### src/rtl/ttt_pkg.sv
// Shared types and constants for the UART receiver: FSM state encoding,
// oversample ratio and the baud divider helper.
package ttt_pkg;

    localparam int OVERSAMPLE = 16;
    localparam int TICK_W     = $clog2(OVERSAMPLE);

    typedef enum logic [2:0] {
        IDLE,
        START,
        DATA,
        PARITY,
        STOP,
        WAIT_HIGH
    } rx_state_t;

    function automatic int calc_div(input int clk_freq, input int baud);
        return clk_freq / (baud * OVERSAMPLE);
    endfunction

endpackage

### src/rtl/baud_tick_gen.sv
// Oversample tick generator: one-cycle tick every DIV clocks, held off and
// reloaded while clear is high so the first tick lands a full period later.
module baud_tick_gen #(
    parameter int DIV = 10
) (
    input  logic clk,
    input  logic reset,
    input  logic clear,
    output logic tick
);

    localparam int CW = (DIV > 1) ? $clog2(DIV) : 1;
    localparam logic [CW-1:0] RELOAD = CW'(DIV - 1);

    logic [CW-1:0] r_cnt;

    always_ff @(posedge clk or posedge reset) begin
        if (reset) begin
            r_cnt <= RELOAD;
        end else if (clear || (r_cnt == '0)) begin
            r_cnt <= RELOAD;
        end else begin
            r_cnt <= r_cnt - 1'b1;
        end
    end

    assign tick = !clear && (r_cnt == '0);

endmodule

### src/rtl/uart_rx.sv
// 8-bit UART receiver with 16x oversampling, false-start rejection and
// stuck-low protection. Define UART_RX_PARITY_EN for an even-parity bit.
//
// state     | meaning
// IDLE      | line idle, waiting for a synchronised 1->0 edge
// START     | confirming the start bit at mid-bit
// DATA      | sampling 8 data bits LSB first
// PARITY    | sampling the even-parity bit (parity build only)
// STOP      | sampling the stop bit, emitting rd / frame_err / parity_err
// WAIT_HIGH | bad stop seen, waiting for the line to return high
module uart_rx
    import ttt_pkg::*;
#(
    parameter int CLK_FREQ = 100_000_000,
    parameter int BAUD     = 115200
) (
    input  logic       clk,
    input  logic       reset,
    input  logic       rx,
    output logic       rd,
    output logic [7:0] q,
    output logic       frame_err,
    output logic       parity_err,
    output logic       busy
);

    localparam int DIV = calc_div(CLK_FREQ, BAUD);
    localparam logic [TICK_W-1:0] MID_TICK  = TICK_W'(OVERSAMPLE / 2 - 1);
    localparam logic [TICK_W-1:0] LAST_TICK = TICK_W'(OVERSAMPLE - 1);

    rx_state_t         r_state;
    rx_state_t         w_state_nxt;
    logic              r_rx_meta;
    logic              r_rx_sync;
    logic              r_rx_prev;
    logic [TICK_W-1:0] r_tick_cnt;
    logic [2:0]        r_bit_cnt;
    logic [7:0]        r_shift;
    logic [7:0]        r_q;
    logic              r_rd;
    logic              r_frame_err;
    logic              r_parity_err;
    logic              r_par_bad;
    logic              w_tick;
    logic              w_clear;
    logic              w_start_edge;
    logic              w_mid;
    logic              w_rd_nxt;
    logic              w_ferr_nxt;
    logic              w_perr_nxt;

    always_ff @(posedge clk or posedge reset) begin
        if (reset) begin
            r_rx_meta <= 1'b1;
            r_rx_sync <= 1'b1;
            r_rx_prev <= 1'b1;
        end else begin
            r_rx_meta <= rx;
            r_rx_sync <= r_rx_meta;
            r_rx_prev <= r_rx_sync;
        end
    end

    assign w_start_edge = r_rx_prev && !r_rx_sync;
    assign w_clear      = (r_state == IDLE);

    baud_tick_gen #(
        .DIV(DIV)
    ) u_baud_tick_gen (
        .clk  (clk),
        .reset(reset),
        .clear(w_clear),
        .tick (w_tick)
    );

    // START samples half a bit in; later bits are a whole bit (16 ticks) apart
    assign w_mid = w_tick && ((r_state == START) ? (r_tick_cnt == MID_TICK)
                                                 : (r_tick_cnt == LAST_TICK));

    always_ff @(posedge clk or posedge reset) begin
        if (reset) begin
            r_state <= IDLE;
        end else begin
            r_state <= w_state_nxt;
        end
    end

    always_comb begin
        w_state_nxt = r_state;
        w_rd_nxt    = 1'b0;
        w_ferr_nxt  = 1'b0;
        w_perr_nxt  = 1'b0;
        unique case (r_state)
            IDLE: begin
                if (w_start_edge) w_state_nxt = START;
            end
            START: begin
                if (w_mid) w_state_nxt = r_rx_sync ? IDLE : DATA;
            end
            DATA: begin
                if (w_mid && (r_bit_cnt == 3'd7)) begin
`ifdef UART_RX_PARITY_EN
                    w_state_nxt = PARITY;
`else
                    w_state_nxt = STOP;
`endif
                end
            end
            PARITY: begin
                if (w_mid) w_state_nxt = STOP;
            end
            STOP: begin
                if (w_mid) begin
                    if (!r_rx_sync) begin
                        w_ferr_nxt  = 1'b1;
                        w_state_nxt = WAIT_HIGH;
                    end else if (r_par_bad) begin
                        w_perr_nxt  = 1'b1;
                        w_state_nxt = IDLE;
                    end else begin
                        w_rd_nxt    = 1'b1;
                        w_state_nxt = IDLE;
                    end
                end
            end
            WAIT_HIGH: begin
                if (r_rx_sync) w_state_nxt = IDLE;
            end
            default: w_state_nxt = IDLE;
        endcase
    end

    always_ff @(posedge clk or posedge reset) begin
        if (reset) begin
            r_tick_cnt <= '0;
            r_bit_cnt  <= '0;
            r_shift    <= '0;
        end else if (r_state == IDLE) begin
            r_tick_cnt <= '0;
            r_bit_cnt  <= '0;
        end else if (w_tick) begin
            r_tick_cnt <= (r_state == START && w_mid) ? '0 : r_tick_cnt + 1'b1;
            if (r_state == DATA && w_mid) begin
                r_shift   <= {r_rx_sync, r_shift[7:1]};
                r_bit_cnt <= r_bit_cnt + 3'd1;
            end
        end
    end

    always_ff @(posedge clk or posedge reset) begin
        if (reset) begin
            r_par_bad <= 1'b0;
        end else if (r_state == IDLE) begin
            r_par_bad <= 1'b0;
`ifdef UART_RX_PARITY_EN
        end else if (r_state == PARITY && w_mid) begin
            r_par_bad <= r_rx_sync ^ (^r_shift);
`endif
        end
    end

    always_ff @(posedge clk or posedge reset) begin
        if (reset) begin
            r_q          <= 8'h00;
            r_rd         <= 1'b0;
            r_frame_err  <= 1'b0;
            r_parity_err <= 1'b0;
        end else begin
            r_rd         <= w_rd_nxt;
            r_frame_err  <= w_ferr_nxt;
            r_parity_err <= w_perr_nxt;
            if (w_rd_nxt) r_q <= r_shift;
        end
    end

    assign rd         = r_rd;
    assign q          = r_q;
    assign frame_err  = r_frame_err;
    assign parity_err = r_parity_err;
    assign busy       = (r_state != IDLE);

endmodule

### config.mk
export PLATFORM = sky130hd
export DESIGN_NAME = uart_rx
export DESIGN_NICKNAME = d
export VERILOG_FILES = /design/src/rtl/ttt_pkg.sv /design/src/rtl/baud_tick_gen.sv /design/src/rtl/uart_rx.sv
export SDC_FILE = /design/constraint.sdc
export NUM_CORES = 1
export LEC_CHECK = 0
export ABC_AREA = 1
export CORE_MARGIN = 2
export CORE_UTILIZATION = 50
export CTS_BUF_LIST = sky130_fd_sc_hd__clkbuf_4 sky130_fd_sc_hd__clkbuf_8
export DETAILED_ROUTE_END_ITERATION = 10
export PLACE_DENSITY = 0.72
export SKIP_CTS_REPAIR_TIMING = 1
export SYNTH_ARGS = -nofsm -noshare
export SYNTH_HDL_FRONTEND = slang
export SYNTH_SLANG_ARGS = --single-unit
### constraint.sdc
create_clock -name clk -period 2.4 [get_ports clk]
set_input_delay 0.6 -clock clk [delete_from_list [all_inputs] [get_ports clk]]
set_output_delay 0.6 -clock clk [all_outputs]
set_load 0.05 [all_outputs]
==> impl_metrics.yaml <==
power:
  ir_worst_vdd_uv: 447
  power.total_uw: 1500
  leakage_uw: 0.000915
  power.density_nw_per_um2: 782
cts:
  cts.sinks: 37
  clk_latency_ps: 340
  path_clk_slew_ps: 100
  cts_buffers: 5
  cts_root_buf: "clkbuf_4"
  cts_max_level: 2
  cts_tree: "yes"
  cts_buffer_depth: 2
synthesis:
  synthArstFlopShare_pct: 100
  post-synth-top-count-cell: "nand2_1"
  postSynthNetCount: 184
  synth-xor-area-share_pct: 2.07
  synthTopCellsByCount: "nand2_1, dfrtp_1, inv_1"
  synthAdderAreaFrac_pct: 2.95
  synth_cells: 177
  yosys_warnings: 0
  ys_types: 28
  netlist_area_um2: 1700
  synth_area_per_cell_um2: 9.58
  yosys.area_share.simple_pct: 23.0
  yosysTopAreaCell: "dfrtp_1"
  ys_seq_area_share_pct: 55.1
  synth_top_family_by_area: "simple AND/OR/NAND/NOR gates"
  synth_compound_area_share_pct: 10.1
  yosys-top-cells-area: "dfrtp_1, dfstp_2, nand2_1"
  synth_top_cell_area_share_pct: 44.3
  ys_seq_elements: 37
  synthMuxAreaShare_pct: 0
  synth_ff_type: "dfrtp_1"
  synth_edf_count: 0
layout:
  drive_above_1_share_pct: 19.5
  num-nets-final: 201
  synthToLayoutAreaGrowth_pct: 13.2
  diodes: 0
  fillers: 296
  finalNonFillerCells: 241
worst_setup_path:
  worst-setup-path-type: "flip-flop to primary output"
  cp_max_fo: 2
  crit_slowest_cell: "clkdlybuf4s50_1"
  crit_chain: "clkdlybuf4s50_1"
  reg2reg_from: "u_baud_tick_gen.r_cnt[0]"
  path_delay_family: "buffers and inverters"
  r2r_slack_ps: 460
  slowest_delay_ps: 820
  startpoint: "q[7]"
  crit_buf_inv: 1
  start_kind: "flip-flop"
  crit_path_end_kind: "primary output"
  crit_required_ps: 1800
  cp.arrival_ps: 1530
sta:
  fin_skew_ps: 7.96
  worst_pin_slew_ps: 510
  final.min_clock_period_ps: 2130
  relSlewSlack_pct: 65.9
  finalCritPeriodShare_pct: 88.8
  drv_slew: 0
  finalHoldViolations: 0
  rsz0062_at_grt: "no"
  fmaxAchievable_mhz: 469
  finalSetupViolCount: 0
global_route:
  antenna_found_initial: 0
  track_usage_pct: 17.8
  grt_pass1_vias: 1182
  grt_pass1_wl_um: 5260
  grt-ovfl-total: 0
  grt_max_degree: 38
floorplan:
  initial_utilization_pct: 51.6
  die_w_um: 62.2
  std_cell_rows: 21
  die_y_um: 62.2
  die-area_um2: 3870
  io_pins: 15
  core_um2: 3280
route:
  viasPerCell: 4.92
  firstDrtPassIters: 4
  drt-total-wl_um: 2910
  drt_iter0_markers: 55
  vias: 1185
  ant_nets: 0
  wl_per_cell_um: 12.1
  drc_errors: 0
placed_design:
  placedCellCount: 233
  hpwl_um: 2150
  gp_congestion: 0.773
  place.port_buffers: 13
min_path:
  hp-class: "flip-flop to flip-flop"
  hp-start: "r_rx_meta"
outcome:
  outcome: "finished clean"
run:
  drv_cap: 0
[stage by stage]
stage | hold slack, ps | TNS (ps) | utilization, % | area, µm² | setup WS [ps]
3_3_place_gp | 346 | 0 | 56.7 | 1860 | 381
5_1_grt | 366 | 0 | 58.4 | 1920 | 211
6_report | 363 | 0 | 58.4 | 1920 | 268
4_1_cts | 363 | -62.5 | 58.4 | 1920 | -62.5
3_5_place_dp | 348 | 0 | 56.7 | 1860 | 330
2_1_floorplan | 345 | 0 | - | 1700 | 813
[path summary, 6_finish.rpt]
| kind | cells after the start | endpoint |
|---|---|---|
| setup / recovery | 1 | q[7] |
| hold / removal | 0 | r_rx_sync |
| setup reg to reg | 9 | r_shift[4] |
| hold reg to reg | 0 | r_rx_sync |
| max in group asynchronous | 3 | u_baud_tick_gen.r_cnt[4] |
| min in group asynchronous | 3 | u_baud_tick_gen.r_cnt[3] |
[state kept, by name, summed over array words and instances, names as in the netlist, 3 cells and up]
register	cells
q	8
r_shift	8
u_baud_tick_gen.r_cnt	6
r_tick_cnt	4
r_bit_cnt	3
r_state	3
[routing by layer]
layer	vias to the layer above	GRT usage, %	share of wire, %	wire (µm)
met5	-	0	0	0
met4	0	8.33	2.6	75
met3	8	5.43	3.3	97
met1	562	21.0	45	1310
li1	596	-	-	-
met2	19	29.9	49	1430
[logic make-up (layout without fill, tap and decap cells)]
family	count (synthesis)	count (layout)
DFF	37	37
other	1	1
and+or+nand+nor	80	80
adders and majority gates	4	4
AOI/OAI and AO/OA	25	25
xor gates and xnor gates	4	4
buffers and inverters	26	44
[where the power goes]
| part | leakage, µW | internal [µW] | switching, µW | total [µW] |
|---|---|---|---|---|
| clock network | 0.0000310 | 110 | 201 | 311 |
| logic | 0.000395 | 133 | 313 | 446 |
| registers | 0.000489 | 693 | 50.6 | 744 |
| total | 0.000915 | 936 | 564 | 1500 |
[cell type report]
class                           count  area, µm²  area share [%]
Inverter                           22       82.6            4.30
Sequential cell                    37        935            48.7
Timing Repair Buffer               14        140            7.30
Multi-Input combinational cell    114        649            33.8
Tap cell                           46       57.6            3.00
Clock buffer                        5       37.5            1.96
Clock inverter                      3       17.5           0.913
[cell usage in the layout (no fill, tap or decap)]
cell type and instances:
ha_1 4, buf_4 1, nand3_2 4, clkdlybuf4s50_1 12
xor2_1 2, o21ai_2 8, nor2_2 1, nand2_4 1
o21ai_0 5, clkbuf_4 5, inv_2 3, xnor2_1 2
dfrtp_1 30, dlymetal6s2s_1 1, nor2_1 9, clkinv_2 2
o22ai_1 1, or2_2 1, dfstp_2 7, clkinvlp_4 1
nand4_1 1, nor3_1 2, a22o_1 1, nand3_1 11
nor2_4 2, inv_1 19, nand4_4 1, o21ai_1 9
a21oi_4 1, nand2_1 47, conb_1 1
(Power assumes the default switching activity.)
==> RTL change 1, RTL diff (same flow settings) <==
The 6 states of `rx_state_t` get a one-hot encoding in 6 bits.
--- a/src/rtl/ttt_pkg.sv
+++ b/src/rtl/ttt_pkg.sv
@@ -6,11 +6,11 @@
     localparam int TICK_W     = $clog2(OVERSAMPLE);
 
-    typedef enum logic [2:0] {
-        IDLE,
-        START,
-        DATA,
-        PARITY,
-        STOP,
-        WAIT_HIGH
+    typedef enum logic [5:0] {
+        IDLE      = 6'b000001,
+        START     = 6'b000010,
+        DATA      = 6'b000100,
+        PARITY    = 6'b001000,
+        STOP      = 6'b010000,
+        WAIT_HIGH = 6'b100000
     } rx_state_t;
 
Check against the original RTL: same outputs for any inputs over 10 cycles, from zero or initial values and one cycle with reset high; not proved beyond that.
==> RTL change 1 against the unedited design <==
Clock power increased by 43%. Power increased by 23%. Design area increased by 11%. Setup slack improved by 0.073 ns. Combinational power increased by 32%. Count of clock-buffer cells in the layout unchanged. Wire length increased by 11%. Sequential cell count increased by 2. Synthesized area increased by 11%. Largest cell class unchanged.
==> RTL change 1: results (changes against the unedited design) <==
\begin{tabular}{lr}
\hline
Metric & Value \\
\hline
\multicolumn{2}{l}{\textbf{Synth}} \\
Synth top area cells & dfrtp\_1 41\%, dfstp\_2 11\%, nand2\_1 9.8\% (was dfrtp\_1 44\%, dfstp\_2 11\%, nand2\_1 10\%) \\
Top post-synthesis cells by count & 49 x nand2\_1, 31 x dfrtp\_1, 25 x nand3\_1 (was 47 x nand2\_1, 30 x dfrtp\_1, 19 x inv\_1) \\
Compound-gate portion of the synthesized area & 0.0659 (was 0.101) \\
Sequential share of the synthesized area & 0.525 (was 0.551) \\
Net count after synthesis & 214 (was 184) \\
Post-synthesis xor/xnor area fraction & 0.00932 (was 0.0207) \\
Arithmetic-cell share of the synthesized area counting full adders, half adders and majority gates & 0.0333 (was 0.0295) \\
Synth Warn \# & 0 (unchanged) \\
\multicolumn{2}{l}{\textbf{Place}} \\
Cell area after placement & 0.00204 mm\^{}2 (was 0.00186 mm\^{}2) \\
Place WS & 0.268 ns (was 0.330 ns) \\
Detailed placement HPWL & 2.28 mm (was 2.15 mm) \\
GPL Wtd Cong & 0.871 (was 0.773) \\
\multicolumn{2}{l}{\textbf{Detailed routing}} \\
Vias post-DR & 1352 (was 1185) \\
Wire length per cell & 11.8 um (was 12.1 um) \\
DRC violation total after the first TritonRoute iteration & 101 (was 55) \\
\multicolumn{2}{l}{\textbf{STA}} \\
Final count of hold timing violations & 0 (unchanged) \\
Max-slew headroom at the worst pin & 0.668 (was 0.659) \\
Worst Clk Skew & 0.00590 ns (was 0.00796 ns) \\
Least setup slack across all paths after layout & 0.341 ns (was 0.268 ns) \\
\multicolumn{2}{l}{\textbf{Global route}} \\
Number of global-route vias before repair & 1263 (was 1182) \\
Antenna violations before repair & 0 (unchanged) \\
Global-route wire length before repair & 5.61 mm (was 5.26 mm) \\
Overall fraction of global-route tracks in use & 0.173 (was 0.178) \\
Largest net degree at the start of global routing & 40 (was 38) \\
\multicolumn{2}{l}{\textbf{Critical path}} \\
Destination of the worst register-to-register timing path & r\_shift[3] (was r\_shift[4]) \\
Slack of the worst reg-to-reg path & 0.57 ns (was 0.46 ns) \\
Arrival time at the worst endpoint & 1.46 ns (was 1.53 ns) \\
Worst-path maximum fanout & 8 (was 2) \\
\multicolumn{2}{l}{\textbf{Power and ir drop}} \\
Worst vdd ir & 0.000506 V (was 0.000447 V) \\
Pleak & 1.05 nW (was 0.915 nW) \\
Net switching share of the total power & 0.381 (was 0.376) \\
\multicolumn{2}{l}{\textbf{Cells and area}} \\
Number of fill cells & 326 (was 296) \\
Nets@finish & 231 (was 201) \\
Fraction of final layout cells with drive strength greater than 1 & 0.219 (was 0.195) \\
\multicolumn{2}{l}{\textbf{Status}} \\
Status & completed (unchanged) \\
\multicolumn{2}{l}{\textbf{Clock tree}} \\
Clock slew at reported path FFs & 0.08 ns (was 0.10 ns) \\
Clock Latency Late Sink & 0.29 ns (was 0.34 ns) \\
Buffer cell driving the clock tree root & clkbuf\_8 (was clkbuf\_4) \\
\hline
\end{tabular}
==> RTL change 1: cell count changes after synthesis, sizes merged, moves of 4 or more <==
cell	change
nand2	+6
nand3	+13
o21ai	-7
inv	+7
nor2	+4
nand4	+4
==> RTL change 1: worst max-delay path by stage <==
| stage | start | to | depth (start not counted) |
|---|---|---|---|
| floorplan | r_state[0] | r_bit_cnt[1] | 10 |
| global placement | r_state[0] | busy | 4 |
| detailed placement | r_state[0] | busy | 4 |
| CTS | r_state[0] | busy | 4 |
| global route | r_state[0] | busy | 4 |
| finish | r_state[0] | busy | 4 |
==> RTL change 1: final cells by class <==
type	count	area share
clock buffers	5	0.0324
inverters	30	0.0529
multi-input cells	133	0.348
repair buffers	14	0.0659
flip-flops and latches	39	0.464
well taps	48	0.0282
clock inverters	3	0.00941
==> RTL change 1: logic make-up after synthesis <==
logic type,Yosys count
AOI/OAI and AO/OA,18
and+or+nand+nor,107
buffers and inverters,34
other,1
DFF,39
xor gates and xnor gates,2
adders and majority gates,5
==> RTL change 1: metal layers <==
metal / GRT usage / vias up / wire length [um]
li1: - / 687 / -
met1: 0.232 / 634 / 1540
met2: 0.268 / 26 / 1490
met3: 0.0462 / 5 / 153
met4: 0.0651 / 0 / 36
met5: 0 / - / 0
==> RTL change 1: critical path: stages (launching register included) <==
cell and delay [ns]:
dfstp_2 0.55, inv_2 0.04, nor2_2 0.11, nand3_4 0.13, dlymetal6s2s_1 0.34
==> RTL change 1: power groups by stage <==
stage / sequential, W / clock, W / combinational [W]
finish: 0.000807 / 0.000445 / 0.000588
floorplan: 0.000810 / 0 / 0.000466
global placement: 0.000816 / 0 / 0.000581
CTS: 0.000809 / 0.000454 / 0.000596
detailed placement: 0.000821 / 0 / 0.000595
global route: 0.000818 / 0.000485 / 0.000661
==> RTL change 1: through the flow <==
step / utilization / setup TNS [ns] / power, W / std cells / hold WS [ns]
finish: 0.585 / 0 / 0.00184 / 272 / 0.357
detailed placement: 0.560 / 0 / 0.00142 / 264 / 0.347
global route: 0.585 / 0 / 0.00196 / 272 / 0.363
floorplan: - / 0 / 0.00128 / 206 / 0.345
CTS: 0.585 / -0.0578 / 0.00186 / 272 / 0.359
global placement: 0.560 / 0 / 0.00140 / 264 / 0.346
==> RTL change 2, RTL diff (same flow settings) <==
Without the edit above. Build with the macro `UART_RX_PARITY_EN` defined.
--- a/src/rtl/uart_rx.sv
+++ b/src/rtl/uart_rx.sv
@@ -9,4 +9,6 @@
 // STOP      | sampling the stop bit, emitting rd / frame_err / parity_err
 // WAIT_HIGH | bad stop seen, waiting for the line to return high
+`define UART_RX_PARITY_EN
+
 module uart_rx
     import ttt_pkg::*;
Formal check against the unedited RTL: no difference found for any inputs over 10 cycles, from zero or initial values and one cycle with reset high; that may be too few to reach the edited logic, so the function may still have changed.
==> RTL change 2 against the unedited design <==
Power up 33%. Wire length rose by 12%. Via count up 16%. Core utilization up 2.6 points. Die area rose by 13%. Count of clock-buffer cells in the layout up 1. Sequential cell count rose by 2. Sequential share of layout area decreased by 4.9 points. Setup slack gained 0.047 ns. Synthesized area increased by 14%. Design area up 17%. Sequential power is 7.1% higher.
==> RTL change 2: results (changes against the unedited design) <==
\begin{tabular}{lr}
\hline
Metric & Value \\
\hline
\multicolumn{2}{l}{\textbf{Cells and area}} \\
Share of final layout cell area taken by clock buffers and inverters & 0.0606 (was 0.0287) \\
Inverters excl. clock & 29 (was 22) \\
Proportion of final cell area spent on non-clock buffers & 0.0667 (was 0.0730) \\
Comb\_multi\_in & 142 (was 114) \\
Number of fill cells & 341 (was 296) \\
Clock buffers & 6 (was 5) \\
Fraction of final layout cells with drive strength greater than 1 & 0.193 (was 0.195) \\
Number of ordinary and repair buffers in the finished layout & 15 (was 14) \\
Area occupied by registers & 985 um\^{}2 (was 935 um\^{}2) \\
\multicolumn{2}{l}{\textbf{Power and ir drop}} \\
Clock network power consumption & 0.000654 W (was 0.000311 W) \\
Worst vdd ir & 0.000494 V (was 0.000447 V) \\
Net switching share of the total power & 0.330 (was 0.376) \\
Power Sequential & 0.000797 W (was 0.000744 W) \\
\multicolumn{2}{l}{\textbf{Place}} \\
GPL Wtd Cong & 0.814 (was 0.773) \\
Detailed placement HPWL & 2.38 mm (was 2.15 mm) \\
\multicolumn{2}{l}{\textbf{Critical path}} \\
Arrival time at the worst endpoint & 1.48 ns (was 1.53 ns) \\
\multicolumn{2}{l}{\textbf{Detailed routing}} \\
DRC violation total after the first TritonRoute iteration & 70 (was 55) \\
Overall routed net length & 3.27 mm (was 2.91 mm) \\
\multicolumn{2}{l}{\textbf{Status}} \\
Status & completed (unchanged) \\
\multicolumn{2}{l}{\textbf{STA}} \\
Worst Clk Skew & 0.00902 ns (was 0.00796 ns) \\
Smallest hold slack & 0.357 ns (was 0.363 ns) \\
Measured slew at the worst slew-check pin & 0.536 ns (was 0.510 ns) \\
\multicolumn{2}{l}{\textbf{Clock tree}} \\
Clock slew at reported path FFs & 0.08 ns (was 0.10 ns) \\
Clock Latency Late Sink & 0.29 ns (was 0.34 ns) \\
Buffer cell driving the clock tree root & clkbuf\_8 (was clkbuf\_4) \\
Clock Sinks & 39 (was 37) \\
\multicolumn{2}{l}{\textbf{Synth}} \\
Unique cell type count in the Yosys netlist & 30 (was 28) \\
Post-synthesis xor/xnor area fraction & 0.0226 (was 0.0207) \\
Share of cell area taken by muxes after synthesis & 0.00517 (was 0) \\
Arithmetic-cell share of the synthesized area counting full adders, half adders and majority gates & 0.0259 (was 0.0295) \\
\multicolumn{2}{l}{\textbf{Global route}} \\
Overall fraction of global-route tracks in use & 0.179 (was 0.178) \\
Number of global-route vias before repair & 1344 (was 1182) \\
Global-route track usage on met2 & 0.304 (was 0.299) \\
Met3 Usage GRT & 0.0562 (was 0.0543) \\
Global Route met1 Usage & 0.207 (was 0.210) \\
\hline
\end{tabular}
==> RTL change 2: metrics by stage <==
stage                     instance area (um^2)  setup WS [ns]  instances  power [W]   util
after floorplan                           1940          0.729        212    0.00124      -
after global placement                    2110          0.367        273    0.00135  0.573
after detailed placement                  2110          0.358        273    0.00135  0.573
after CTS                                 2250         0.0323        281    0.00201  0.610
after global routing                      2250          0.270        281    0.00212  0.610
final                                     2250          0.316        281    0.00199  0.610
==> RTL change 2: path summary, 6_finish.rpt <==
check,startpoint,endpoint,cells past startpoint
max in group asynchronous,reset,r_rx_meta,3
min reg2reg,r_rx_meta,r_rx_sync,0
min in group asynchronous,reset,q[7],3
max,q[1],q[1],1
min,r_rx_meta,r_rx_sync,0
max reg2reg,u_baud_tick_gen.r_cnt[0],r_bit_cnt[0],11
==> RTL change 2: routing by layer <==
| layer | wire (um) | share of wire |
|---|---|---|
| met1 | 1550 | 0.48 |
| met5 | 0 | 0 |
| met4 | 57 | 0.017 |
| met2 | 1540 | 0.47 |
| met3 | 117 | 0.036 |
